==> src/rtl/serial_subtractor_ctrl.sv <==
// Bit-serial A - B controller: one full-subtractor cell reused LSB-first over WIDTH cycles.
// Optional signed-overflow output enabled by defining SERIAL_SUB_OVF_EN.
module serial_subtractor_ctrl #(
   parameter int unsigned WIDTH = 8
) (
   input  logic             clk,
   input  logic             rst_n,
   input  logic             start,
   input  logic [WIDTH-1:0] A,
   input  logic [WIDTH-1:0] B,
   output logic             busy,
   output logic             done,
   output logic [WIDTH-1:0] Diff,
   output logic             Borrow
`ifdef SERIAL_SUB_OVF_EN
   ,
   output logic             Ovf
`endif
);

   localparam int unsigned CW = (WIDTH > 1) ? $clog2(WIDTH) : 1;
   localparam logic [CW-1:0] LAST = CW'(WIDTH - 1);

   typedef enum logic [1:0] {IDLE, RUN, DONE} state_t;

   state_t           state;
   logic [WIDTH-1:0] sa, sb, res;
   logic             br;
   logic [CW-1:0]    cnt;
`ifdef SERIAL_SUB_OVF_EN
   logic             a_msb, b_msb;
`endif

   logic             hs1_d, hs1_b, bit_d, hs2_b, br_next;
   logic [WIDTH-1:0] res_next;

   // Two cascaded half-subtractors form the shared bit cell.
   always_comb begin
      hs1_d    = sa[0] ^ sb[0];
      hs1_b    = ~sa[0] & sb[0];
      bit_d    = hs1_d ^ br;
      hs2_b    = ~hs1_d & br;
      br_next  = hs1_b | hs2_b;
      res_next = {bit_d, res[WIDTH-1:1]};
   end

   always_ff @(posedge clk) begin
      if (!rst_n) begin
         state  <= IDLE;
         sa     <= '0;
         sb     <= '0;
         res    <= '0;
         br     <= 1'b0;
         cnt    <= '0;
         busy   <= 1'b0;
         done   <= 1'b0;
         Diff   <= '0;
         Borrow <= 1'b0;
`ifdef SERIAL_SUB_OVF_EN
         a_msb  <= 1'b0;
         b_msb  <= 1'b0;
         Ovf    <= 1'b0;
`endif
      end else begin
         case (state)
            IDLE: begin
               done <= 1'b0;
               if (start) begin
                  sa    <= A;
                  sb    <= B;
                  res   <= '0;
                  br    <= 1'b0;
                  cnt   <= '0;
`ifdef SERIAL_SUB_OVF_EN
                  a_msb <= A[WIDTH-1];
                  b_msb <= B[WIDTH-1];
`endif
                  busy  <= 1'b1;
                  state <= RUN;
               end
            end
            RUN: begin
               sa  <= sa >> 1;
               sb  <= sb >> 1;
               br  <= br_next;
               res <= res_next;
               // Outputs load from the final step's next values so they are valid during DONE.
               if (cnt == LAST) begin
                  Diff   <= res_next;
                  Borrow <= br_next;
`ifdef SERIAL_SUB_OVF_EN
                  Ovf    <= (a_msb != b_msb) && (bit_d != a_msb);
`endif
                  done   <= 1'b1;
                  state  <= DONE;
               end else begin
                  cnt <= cnt + CW'(1);
               end
            end
            DONE: begin
               done  <= 1'b0;
               busy  <= 1'b0;
               state <= IDLE;
            end
            default: begin
               done  <= 1'b0;
               busy  <= 1'b0;
               state <= IDLE;
            end
         endcase
      end
   end

endmodule

==> config.mk <==
export PLATFORM = sky130hd
export DESIGN_NAME = serial_subtractor_ctrl
export DESIGN_NICKNAME = d
export VERILOG_FILES = /design/src/rtl/serial_subtractor_ctrl.sv
export SDC_FILE = /design/constraint.sdc
export NUM_CORES = 1
export LEC_CHECK = 0
export BUFFER_PORTS_ARGS = -buffer_cell sky130_fd_sc_hd__buf_2
export CAP_MARGIN = 10
export CORE_UTILIZATION = 54
export DETAILED_ROUTE_END_ITERATION = 16
export GPL_TIMING_DRIVEN = 0
export MAX_ROUTING_LAYER = met4
export PLACE_DENSITY = 0.76
export SYNTH_ARGS = -nofsm -noshare
export SYNTH_HDL_FRONTEND = slang
export SYNTH_SLANG_ARGS = --single-unit
==> constraint.sdc <==
create_clock -name clk -period 1.9 [get_ports clk]
set_input_delay 0 -clock clk [delete_from_list [all_inputs] [get_ports clk]]
set_output_delay 0 -clock clk [all_outputs]
set_load 0.02 [all_outputs]
# After elaboration in Yosys (flattened, before gate mapping)
# Index checks and enable logic that the tools add are counted.
# classes
n_addsub	1
mul	0
n_div	0
n_lt_le_gt_ge	0
eq_ne	5
n_shift	0
n_mux	16
bitwise_logic	8
n_reduce_logical	8
# op_table
operator	count
$pmux W8 S2	3
$mux W8	3
$reduce_and A2 Y1	5
$mux W3	2
$ne A2 B2 Y1 const B	3
$pmux W3 S2	1
$mux W2	2
$pmux W1 S2	2
$pmux W2 S2	1
$add A3 B1 Y3 const B	1
$eq A3 B3 Y1 const B	1
$not A1 Y1	3
$reduce_and A3 Y1	1
$and A1 B1 Y1	2
$eq A2 B1 Y1 const B	1
$logic_not A2 Y1	1
$mux W1	2
$reduce_bool A2 Y1	1
$xor A1 B1 Y1	2
$or A1 B1 Y1	1
# totals
register_bits	41
latch_bits	0
ramBits	0
mem_bits_ro	0
elab_cells	48
memories	0

# Depth between registers and ports, before layout
# Gate-level depths: netlist (run 1).
# logic_depth
ltp_word	5
mapped_depth	6

# Worst setup path after synthesis (run 1)
# Ideal clock, no wire load.
# synth_timing
path_type	reg2reg
startpoint	register cnt[0]
endpoint	register cnt[1]
setup_time_ps	117
arrival_ps	1290
t_required_ps	1783
setup_slack_ps	492
stages_incl_launch_ff	5
n_path_buf	0
period_less_slack_ps	1408
path_cell_list	dfxtp_1 > ha_1 > ha_1 > a211o_1 > a32o_1
# synth_via
elab_chain_cells	3
# synth_lines
item	line	rtl
start, declared	29	logic [CW-1:0] cnt;
start signal, assigned	97	cnt <= cnt + CW'(1);
$add A3 B1 Y3 / $eq A3 B3 Y1 (equally long branches)	97, 88	
$mux W3 / $ne A2 B2 Y1 (equally long branches)	-	
$pmux W3 S2 / $reduce_and A3 Y1 (equally long branches)	-	
# Several ways; a longest one is shown, not always the timed one. The select of a mux whose other input is x is not followed.
# A chain may end at the register's enable or synchronous reset.

# Worst setup path after layout (run 1)
# layout_timing
startpoint	register state[1]
endpoint	register sb[7]
# layout_via
elab_chain_cells	3
# layout_lines
item	line	rtl
start, declared	26	state_t state;
start signal, assigned	49	state <= IDLE;
start signal, assigned	79	state <= RUN;
start signal, assigned	95	state <= DONE;
$eq A2 B1 Y1 / $logic_not A2 Y1 (equally long branches)	65	case (state)
$reduce_bool A2 Y1 (no line) / $ne A2 B2 Y1 (equally long branches)	-	
$reduce_and A2 Y1 (no line)	-	
end signal, assigned	84	sb <= sb >> 1;
end, declared	27	logic [WIDTH-1:0] sa, sb, res;
# Several ways; a longest one is shown, not always the timed one.

==> key figures, run 1 <==
Global route
  – Via count of the first global-routing pass: 1370
  – Largest net degree at the start of global routing: 14
  – Global Route Usage Sum: 0.242
  – Initial antenna violation count: 0
  – Total grt overflow: 0
  – First-pass GRT wire length: 6010 um

Place
  – IO Port Bufs: 29
  – GP Congestion: 0.812
  – Pre-CTS worst setup slack: 0.392 ns
  – Detail Placement HPWL: 2470 um

Clock tree
  – CTS tree: done
  – Post-CTS Repair Setup Buffers: 0
  – Root Driver: clkbuf_4
  – CTS Buffer Depth: 2
  – H-tree depth reported by CTS: 2
  – Clock Latency Late Sink: about 0.35 ns
  – Total CTS buffers: 5
  – Clk slew on worst S/H paths: 0.12 ns
  – # clock sinks: 40

Timing
  – Setup ws final: 0.0601 ns
  – Slew Limit Fails: 0
  – Slew @ Worst Pin: 0.475 ns
  – Final min period: 1.84 ns
  – Max-slew headroom: 0.684
  – F_max: 543 MHz
  – Clk_skew: 0.00742 ns
  – Hold_ws: 0.0316 ns
  – Final hold violations: 0
  – RSZ-0062 raised after global routing: no
  – Setup TNS: 0 ns
  – Final period utilization: 0.968
  – # setup viols final: 0

Die
  – DIE AREA: 3320 um2
  – Initial Utilization: 0.586
  – Core area: 2850 um2
  – I/O Pins: 30
  – Die Y: 57.7 um
  – Num rows: 19
  – Die width: a little under 60 um

Min path
  – WHS Path Cells: 4
  – Worst hold path class: in2reg
  – Hold_sp: B[1]

Cells and area
  – # diodes: 0
  – Final nets: about 230
  – Synth-to-layout area growth: 18.0%
  – Share of cells above drive strength 1: 0.248
  – Filler instances: 230

Route
  – ANT nets after route: 0
  – WL/cell: 14.9 um
  – First-pass detailed-route iteration total: 10
  – Drt drc: 2
  – Vias per cell: roughly 6.1
  – Initial drt markers: slightly below 60
  – Via count: 1476
  – Post-Route WL: 3600 um

Power and ir drop
  – VDD IR max: 0.480 mV
  – Pwr per Cell Area: 777 nW/um2
  – P_leak: 0.000898 uW

Logic synthesis
  – Syn nets: 191
  – Post-synthesis cell type count: 33
  – Ys Warns: 0
  – Synthesized flop and latch total: 40
  – Syn_area_per_cell: between 9 and 10 um2
  – Post-Syn Instances: 168
  – Netlist Area Pre-Place: ~1700 um2
  – Sequential cell area fraction in the yosys report: 0.479

Critical path
  – WS Path Type: reg2reg
  – Crit Path Max Fanout: 10
  – CP Capture Type: flip-flop
  – R2r startpoint: state[1]
  – R2r worst-path depth: 6
  – CP startpoint kind: flip-flop
  – WP data required: 2.19 ns
  – CP startpoint: state[1]
  – CP arrival: 2.13 ns

Run status
  – Violated checks: design-rule violations
  – Outcome: finished, violations left

Job
  – Max_cap viols: 0
[per-stage QoR]
step                      std cells  power [uW]   util  instance area, um2
after CTS                       241        1540  0.692                1970
after global placement          228        1070  0.651                1860
after detailed placement        228        1080  0.651                1860
after floorplan                 168        1030      -                1670
after global routing            241        1600  0.692                1970
final                           241        1530  0.692                1970
[report_power, final]
part,internal (uW),switching [uW]
combinational,77.9,89.2
sequential,876,29.4
clock,180,282
total,1130,400
[metal layers]
layer / global-route usage / wire length [um] / vias to the layer above
met1: 0.305 / 1650 / 715
li1: - / - / 712
met5: - / 0 / -
met2: 0.387 / 1740 / 42
met4: 0.0884 / 48 / 0
met3: 0.0491 / 156 / 7
[cells by family (layout without fill, tap and decap cells)]
family	count (synthesis)	count (layout)	synth area share
flip-flops	40	40	0.479
adder cells (fa/ha/maj)	4	4	0.0344
multiplexers	9	9	0.0539
AO/OA/AOI/OAI	61	61	0.247
buffers and inverters	18	60	0.0509
AND/OR/NAND/NOR	36	36	0.135
[cell type report]
cell class	instances	area, um2	share of cell area
Buffer	12	62.6	0.0317
Clock buffer	6	51.3	0.0260
Clock inverter	2	15.0	0.00761
Inverter	6	22.5	0.0114
Multi-Input combinational cell	110	787	0.399
Sequential cell	40	801	0.406
Tap cell	31	38.8	0.0197
Timing Repair Buffer	34	195	0.0989
[worst max-delay path, cell delays in order (launching register included)]
cell and delay, ns:
dfxtp_1 0.34, buf_2 0.18, inv_2 0.14, buf_2 0.26, nand4_1 0.13, a21oi_1 0.17
dlygate4sd3_1 0.57
[timing repair]
action | in CTS | in global routing
resized for setup | 0 | 0
hold buffers | 5 | 0
setup endpoints to repair | 0 | 0
hold endpoints to repair | 4 | 0
[cell usage in the layout, fill, tap and decap left out, drive strengths merged, types with 2 or more instances in the layout]
master / n
clkinvlp: 2
a32o: 2
dlygate4sd3: 5
inv: 5
nand4: 2
dfxtp: 40
clkbuf: 8
ha: 3
o22ai: 2
o21ai: 14
nand3b: 2
a21oi: 17
o221ai: 14
nand2b: 2
mux2i: 9
a22o: 7
buf: 39
nor2: 15
or3b: 12
[final timing paths]
path | to | slack, ns
worst max register to register | sb[7] | 0.06
worst max-delay path | sb[7] | 0.06
worst min-delay path | sb[1] | 0.03
worst min register to register | br | 0.47
[cells in the mapped netlist (all sizes together)]
cell type	n	share of area
nand3b	2	0.0090
buf	10	0.033
and2	1	0.0037
a211oi	1	0.0045
o21a	1	0.0045
dfxtp	40	0.48
nor2	15	0.040
ha	3	0.022
or3b	12	0.063
nand2b	2	0.0075
a211o	1	0.0052
inv	5	0.011
a31o	1	0.0052
a32o	2	0.012
nand4	2	0.0075
o22ai	2	0.0075
a22o	7	0.037
clkinv	1	0.0022
o221ai	14	0.073
clkbuf	2	0.0045
nand2	1	0.0022
fa	1	0.012
o21ai	14	0.042
nor3	1	0.0030
a21oi	17	0.051
mux2i	9	0.054
o2bb2ai	1	0.0052
[flip-flops by register name, indices dropped and copies added (netlist names)]
register and cells:
cnt 3, res 7, Borrow 1, busy 1
done 1, sa 8, sb 8, br 1
state 2, Diff 8
Note: power is estimated with default switching activity, not from simulation.
==> run 2: changes to the inputs <==
--- a/config.mk
+++ b/config.mk
@@ -12,6 +12,7 @@
 export GPL_TIMING_DRIVEN = 0
 export MAX_ROUTING_LAYER = met4
 export PLACE_DENSITY = 0.76
+export REMOVE_ABC_BUFFERS = 1
 export SYNTH_ARGS = -nofsm -noshare
 export SYNTH_HDL_FRONTEND = slang
 export SYNTH_SLANG_ARGS = --single-unit
==> constraint.sdc (replaced) <==
create_clock -name clk -period 1.9 [get_ports clk]
set_input_delay 0.19 -clock clk [delete_from_list [all_inputs] [get_ports clk]]
set_output_delay 0.19 -clock clk [all_outputs]
set_load 0.02 [all_outputs]
==> run 2 against run 1 <==
  * Critical path type unchanged
  * Utilization fell by 4.1 points
  * Sequential cell count unchanged
  * Register-to-register slack better by 0.13 ns
  * Clock skew up 0.0058 ns
  * The run now ends clean
  * Critical endpoint is now Diff[1]
  * Sequential share of layout area up 2.6 points
  * Highest routed layer unchanged
==> key figures, run 2 (synthesis gave the netlist of run 1 again) <==
Critical path
  – CP startpoint kind: flip-flop
  – Reg-to-reg slack, setup: 0.19 ns (+0.13 ns)
  – R2r startpoint: state[1]
  – R2r endpoint: Diff[1]
  – R2r worst-path depth: 3 (-3)
  – CP startpoint: state[1]
  – WS Path Type: reg2reg
  – CP arrival: 1.94 ns (-0.19 ns)
  – Crit Path Max Fanout: 21 (+11)
  – CP endpoint: Diff[1]
  – CP Capture Type: flip-flop
  – WP data required: 2.12 ns (-0.07 ns)

Job
  – Max_cap viols: 0 (unchanged)

Clock tree
  – Post-CTS Repair Setup Buffers: 0 (unchanged)
  – # clock sinks: 40 (unchanged)
  – Cts repair resizes: 0 (unchanged)
  – Root Driver: clkbuf_4
  – Clock Latency Late Sink: 0.34 ns (about the same)
  – H-tree depth reported by CTS: 2 (unchanged)
  – Post-CTS Hold Buffers: 0 (-5)
  – CTS tree: done
  – CTS Buffer Depth: 2 (unchanged)
  – Clk slew on worst S/H paths: 0.11 ns (about the same)
  – Total CTS buffers: 5 (unchanged)

Place
  – GP Congestion: 0.734 (-9.6%)
  – Detail Placement HPWL: 2160 um (-12%)
  – IO Port Bufs: 29 (unchanged)

Die
  – Die Y: 57.7 um (unchanged)
  – I/O Pins: 30 (unchanged)
  – Initial Utilization: 0.586 (unchanged)
  – DIE AREA: 3320 um2 (unchanged)
  – Core area: 2850 um2 (unchanged)
  – Die width: 57.7 um (unchanged)
  – Num rows: 19 (unchanged)

Cells and area
  – Post-layout util: 0.650 (-0.0412)
  – FF+latch area: 801 um2 (unchanged)
  – Synth-to-layout area growth: 10.9%
  – Final nets: 215 (-7.3%)
  – Filler instances: 255 (+11%)
  – Commonest cells after routing, fill and taps aside: dfxtp_1, buf_2, a21oi_1
  – Multi-input combinational cell area: 790 um2 (+0.32%)
  – Share of cells above drive strength 1: 0.212 (-0.0352)
  – Most common cell after layout, fill and taps aside: dfxtp_1
  – Regs by FF count: Diff: 8 flops, sa: 8 flops, sb: 8 flops
  – # diodes: 0 (unchanged)

Timing
  – Slew Limit Fails: 0 (unchanged)
  – Final min period: 1.71 ns (-0.128 ns)
  – Max-slew headroom: 0.601 (-0.0824)
  – RSZ-0062 raised after global routing: no
  – Hold_ws: 0.131 ns (+0.0993 ns)
  – # setup viols final: 0 (unchanged)
  – Final hold violations: 0 (unchanged)
  – Clk_skew: 0.0132 ns (+0.00582 ns)
  – Setup TNS: 0 ns (unchanged)
  – F_max: 584 MHz (+7.5%)
  – Slew @ Worst Pin: 0.597 ns (+0.123 ns)
  – Final period utilization: 0.901 (-0.0672)

Power and ir drop
  – Post-layout power: 1490 uW (-2.8%)
  – VDD IR max: 0.480 mV (-0.13%)
  – Pwr per Cell Area: 803 nW/um2 (+3.4%)
  – P_leak: 0.000835 uW (-7.0%)

Route
  – Drt drc: 0 (-2)
  – First-pass detailed-route iteration total: 4 (-6)
  – Vias per cell: 6.16 (+0.52%)
  – WL/cell: 14.5 um (-2.8%)
  – Post-Route WL: 3250 um (-9.6%)
  – Initial drt markers: 67 (+14%)
  – ANT nets after route: 0 (unchanged)
  – Via count: 1379 (-6.6%)

Global route
  – Initial antenna violation count: 0 (unchanged)
  – Global Route Usage Sum: 0.222 (-0.0202)
  – Via count of the first global-routing pass: 1266 (-7.6%)
  – Total grt overflow: 0 (unchanged)
  – First-pass GRT wire length: 5450 um (-9.3%)
  – Largest net degree at the start of global routing: 32 (+18)

Min path
  – Worst hold path class: in2reg

Run status
  – Outcome: complete, no violations
[run 2: cell types whose count changed in the layout (fill, tap and decap cells not counted)]
cell           before  now
buf_2              37   29
dlygate4sd3_1       5    0
buf_4               2    0
clkinvlp_4          2    0
nand2b_1            2    1
nand2b_2            0    1
[run 2: layout make-up]
type,instances,area share
multi-input cells,110,0.425
clock buffers,8,0.0317
repair buffers,29,0.0782
inverters,6,0.0121
well taps,31,0.0209
flip-flops and latches,40,0.432
[run 2: through the flow]
stage | cells | worst slack (ns) | area [um2]
after floorplan | 156 | 0.439 | 1610
after global placement | 216 | 0.126 | 1790
after detailed placement | 216 | 0.102 | 1790
after CTS | 224 | 0.0604 | 1850
after global routing | 224 | 0.0325 | 1860
final | 224 | 0.188 | 1860
[run 2: power by group]
group	switching (uW)	internal, uW
Combinational	80.5	64.8
Clock	258	183
Sequential	29.0	876
[run 2: worst min path at each step]
| stage | from | end | slack, ns | depth (start not counted) |
|---|---|---|---|---|
| after floorplan | rst_n | sa[0] | 0.33 | 2 |
| after global placement | br | br | 0.44 | 1 |
| after detailed placement | br | br | 0.45 | 1 |
| after CTS | B[7] | sb[7] | 0.12 | 3 |
| after global routing | B[7] | sb[7] | 0.11 | 3 |
| final | B[7] | sb[7] | 0.13 | 3 |
[run 2: worst max-delay path, stage by stage, from the launching register on]
cell and delay, ns:
dfxtp_1 0.72, nand3b_1 0.53, mux2i_1 0.27, nor2_1 0.07
[run 2: per-layer routing]
metal | GRT usage | share of wire
met5 | - | 0
met4 | 0.0918 | 0.018
met3 | 0.0469 | 0.045
met2 | 0.357 | 0.47
met1 | 0.272 | 0.47
==> run 3: changes to the inputs <==
--- a/config.mk
+++ b/config.mk
@@ -12,7 +12,7 @@
 export GPL_TIMING_DRIVEN = 0
 export MAX_ROUTING_LAYER = met4
 export PLACE_DENSITY = 0.76
-export REMOVE_ABC_BUFFERS = 1
+export SLEW_MARGIN = 20
 export SYNTH_ARGS = -nofsm -noshare
 export SYNTH_HDL_FRONTEND = slang
 export SYNTH_SLANG_ARGS = --single-unit
==> run 3 against run 2 <==
  * The flow now finishes with violations (design-rule violations)
  * Sequential cell count did not move
  * Largest cell class unchanged
  * Maximum frequency up 13%
  * Worst setup slack gained 0.20 ns
==> key figures, run 3 (synthesis gave the netlist of run 1 again) <==
Power and ir drop
  – Sequential share of power: 0.593 (-0.014)
  – Combinational group share of total power: 0.104 (+0.007)
  – Internal: 1130 uW (+0.32%)
  – Pwr per Cell Area: 794 nW/um2 (-1.2%)
  – Sw power: 399 uW (+8.7%)
  – P_leak: 0.000875 uW (+4.8%)
  – Switching Share: 0.262 (+0.0152)
  – VDD IR max: 0.473 mV (-1.4%)
  – Clk pwr share: 0.303 (+0.007)

Critical path
  – WS Path Type: reg2reg
  – Slowest cell delay on critical path: 0.35 ns (-0.37 ns)
  – WP data required: 2.15 ns (+0.03 ns)
  – R2r startpoint: cnt[0]
  – Crit Path Max Fanout: 5 (-76%)
  – R2r worst-path depth: 4 (+1)
  – WP buf/inv: 0 (unchanged)
  – CP startpoint: cnt[0]
  – Reg-to-reg slack, setup: 0.38 ns (+0.20 ns)
  – Critical Path Most Common Cell: ha_1
  – Crit path max-delay cell type: dfxtp_1
  – CP endpoint: cnt[2]
  – CP cell instances: ha_1 -> ha_1 -> a211o_1 -> a32o_1
  – CP Capture Type: flip-flop
  – CP startpoint kind: flip-flop
  – Cell family with most CP delay: compound AO/OA/AOI/OAI gates
  – CP arrival: 1.77 ns (-0.17 ns)
  – Crit. path cell count: 4 (+1)
  – R2r endpoint: cnt[2]

Clock tree
  – Total CTS buffers: 5 (unchanged)
  – Post-CTS Repair Setup Buffers: 0 (unchanged)
  – Post-CTS Hold Buffers: 0 (unchanged)
  – Clk slew on worst S/H paths: 0.12 ns (about the same)
  – # clock sinks: 40 (unchanged)
  – CTS tree: done
  – Root Driver: clkbuf_4
  – CTS Buffer Depth: 2 (unchanged)
  – Cts repair resizes: 0 (unchanged)
  – H-tree depth reported by CTS: 2 (unchanged)
  – Clock Latency Late Sink: 0.35 ns (about the same)

Die
  – Num rows: 19 (unchanged)
  – Initial Utilization: 0.586 (unchanged)
  – I/O Pins: 30 (unchanged)
  – DIE AREA: 3320 um2 (unchanged)
  – Core area: 2850 um2 (unchanged)
  – Die width: 57.7 um (unchanged)
  – Die Y: 57.7 um (unchanged)

Cells and area
  – Regs by FF count: Diff: 8 flops, sa: 8 flops, sb: 8 flops
  – Synth-to-layout area growth: 15.0%
  – Most common cell after layout, fill and taps aside: dfxtp_1
  – Commonest cells after routing, fill and taps aside: dfxtp_1, buf_2, a21oi_1
  – # diodes: 0 (unchanged)
  – Share of cells above drive strength 1: 0.254 (+0.0412)
  – Final cell count without fillers: 236 (+5.4%)
  – Final nets: 227 (+5.6%)

Route
  – Post-Route WL: 3490 um (+7.4%)
  – ANT nets after route: 0 (unchanged)
  – First-pass detailed-route iteration total: 10 (+6)
  – Via count: 1448 (+5.0%)
  – Vias per cell: 6.14 (-0.34%)
  – Met2 WL: 1660 um (+8.5%)
  – Drt drc: 2 (+2)
  – WL/cell: 14.8 um (+1.9%)
  – Met1 wire length: 1620 um (+7.3%)
  – Met3 WL: 157 um (+7.5%)
  – Initial drt markers: 78 (+16%)
  – Top routing layer used: met4

Min path
  – WHS Path Cells: 3 (unchanged)
  – Worst hold path class: in2reg

Job
  – Max_cap viols: 0 (unchanged)

Timing
  – Max-slew headroom: 0.683 (+0.0819)
  – RSZ-0062 raised after global routing: no
  – Slew Limit Fails: 0 (unchanged)
  – Final hold violations: 0 (unchanged)
  – F_max: 660 MHz (+13%)
  – Clk_skew: 0.00685 ns (-0.00640 ns)
  – Setup TNS: 0 ns (unchanged)
  – Hold_ws: 0.107 ns (-0.0239 ns)
  – Slew @ Worst Pin: 0.475 ns (-0.122 ns)
  – Final min period: 1.52 ns (-0.196 ns)
  – # setup viols final: 0 (unchanged)
  – Final period utilization: 0.798 (-0.103)

Place
  – GP Congestion: 0.812 (+11%)
  – Detail Placement HPWL: 2470 um (+14%)
  – Placed insts: 228 (+5.6%)
  – IO Port Bufs: 29 (unchanged)

Run status
  – Outcome: finished, violations left
  – Violated checks: design-rule violations

Global route
  – Via count of the first global-routing pass: 1345 (+6.2%)
  – Initial antenna violation count: 0 (unchanged)
  – Total grt overflow: 0 (unchanged)
  – Largest net degree at the start of global routing: 14 (-56%)
  – Global Route Usage Sum: 0.238 (+0.0163)
  – First-pass GRT wire length: 5910 um (+8.3%)
[run 3: cell types whose count changed in the layout (fill, tap and decap cells not counted)]
cell,before,now
buf_2,29,37
buf_4,0,2
nand2b_2,1,0
nand2b_1,1,2
clkinvlp_4,0,2
[run 3: layer usage]
| layer | vias to the layer above | track usage |
|---|---|---|
| li1 | 704 | - |
| met1 | 695 | 0.302 |
| met2 | 42 | 0.382 |
| met3 | 7 | 0.0469 |
| met4 | 0 | 0.0816 |
| met5 | - | - |
[run 3: layout make-up]
type                    instances  area [um2]
clock buffers                   6        51.3
flip-flops and latches         40         801
inverters                       6        22.5
repair buffers                 29         145
clock inverters                 2        15.0
well taps                      31        38.8
plain buffers                  12        62.6
fillers                       237         930
multi-input cells             110         787
[run 3: per-stage QoR]
stage | area (um2) | total power (uW) | worst slack (ns) | utilization
3_3_place_gp | 1860 | 1070 | 0.454 | 0.651
6_report | 1920 | 1530 | 0.384 | 0.674
2_1_floorplan | 1670 | 1030 | 0.492 | -
4_1_cts | 1920 | 1530 | 0.375 | 0.674
5_1_grt | 1920 | 1590 | 0.327 | 0.674
3_5_place_dp | 1860 | 1080 | 0.392 | 0.651
[run 3: worst min-delay path by stage]
| stage | start | to |
|---|---|---|
| floorplan | A[7] | sa[7] |
| global placement | br | br |
| detailed placement | br | br |
| CTS | A[7] | sa[7] |
| global route | A[7] | sa[7] |
| finish | A[7] | sa[7] |
[run 3: worst register-to-register path, cell delays in order (launching register included)]
cell and delay [ns]:
dfxtp_1 0.35, ha_1 0.22, ha_1 0.23, a211o_1 0.35, a32o_1 0.27
[run 3: power by group through the flow]
stage / logic (uW) / registers, uW / clock network [uW]
2_1_floorplan: 109 / 918 / 0
3_3_place_gp: 150 / 921 / 0
3_5_place_dp: 157 / 923 / 0
4_1_cts: 158 / 904 / 471
5_1_grt: 177 / 911 / 505
6_report: 158 / 905 / 463
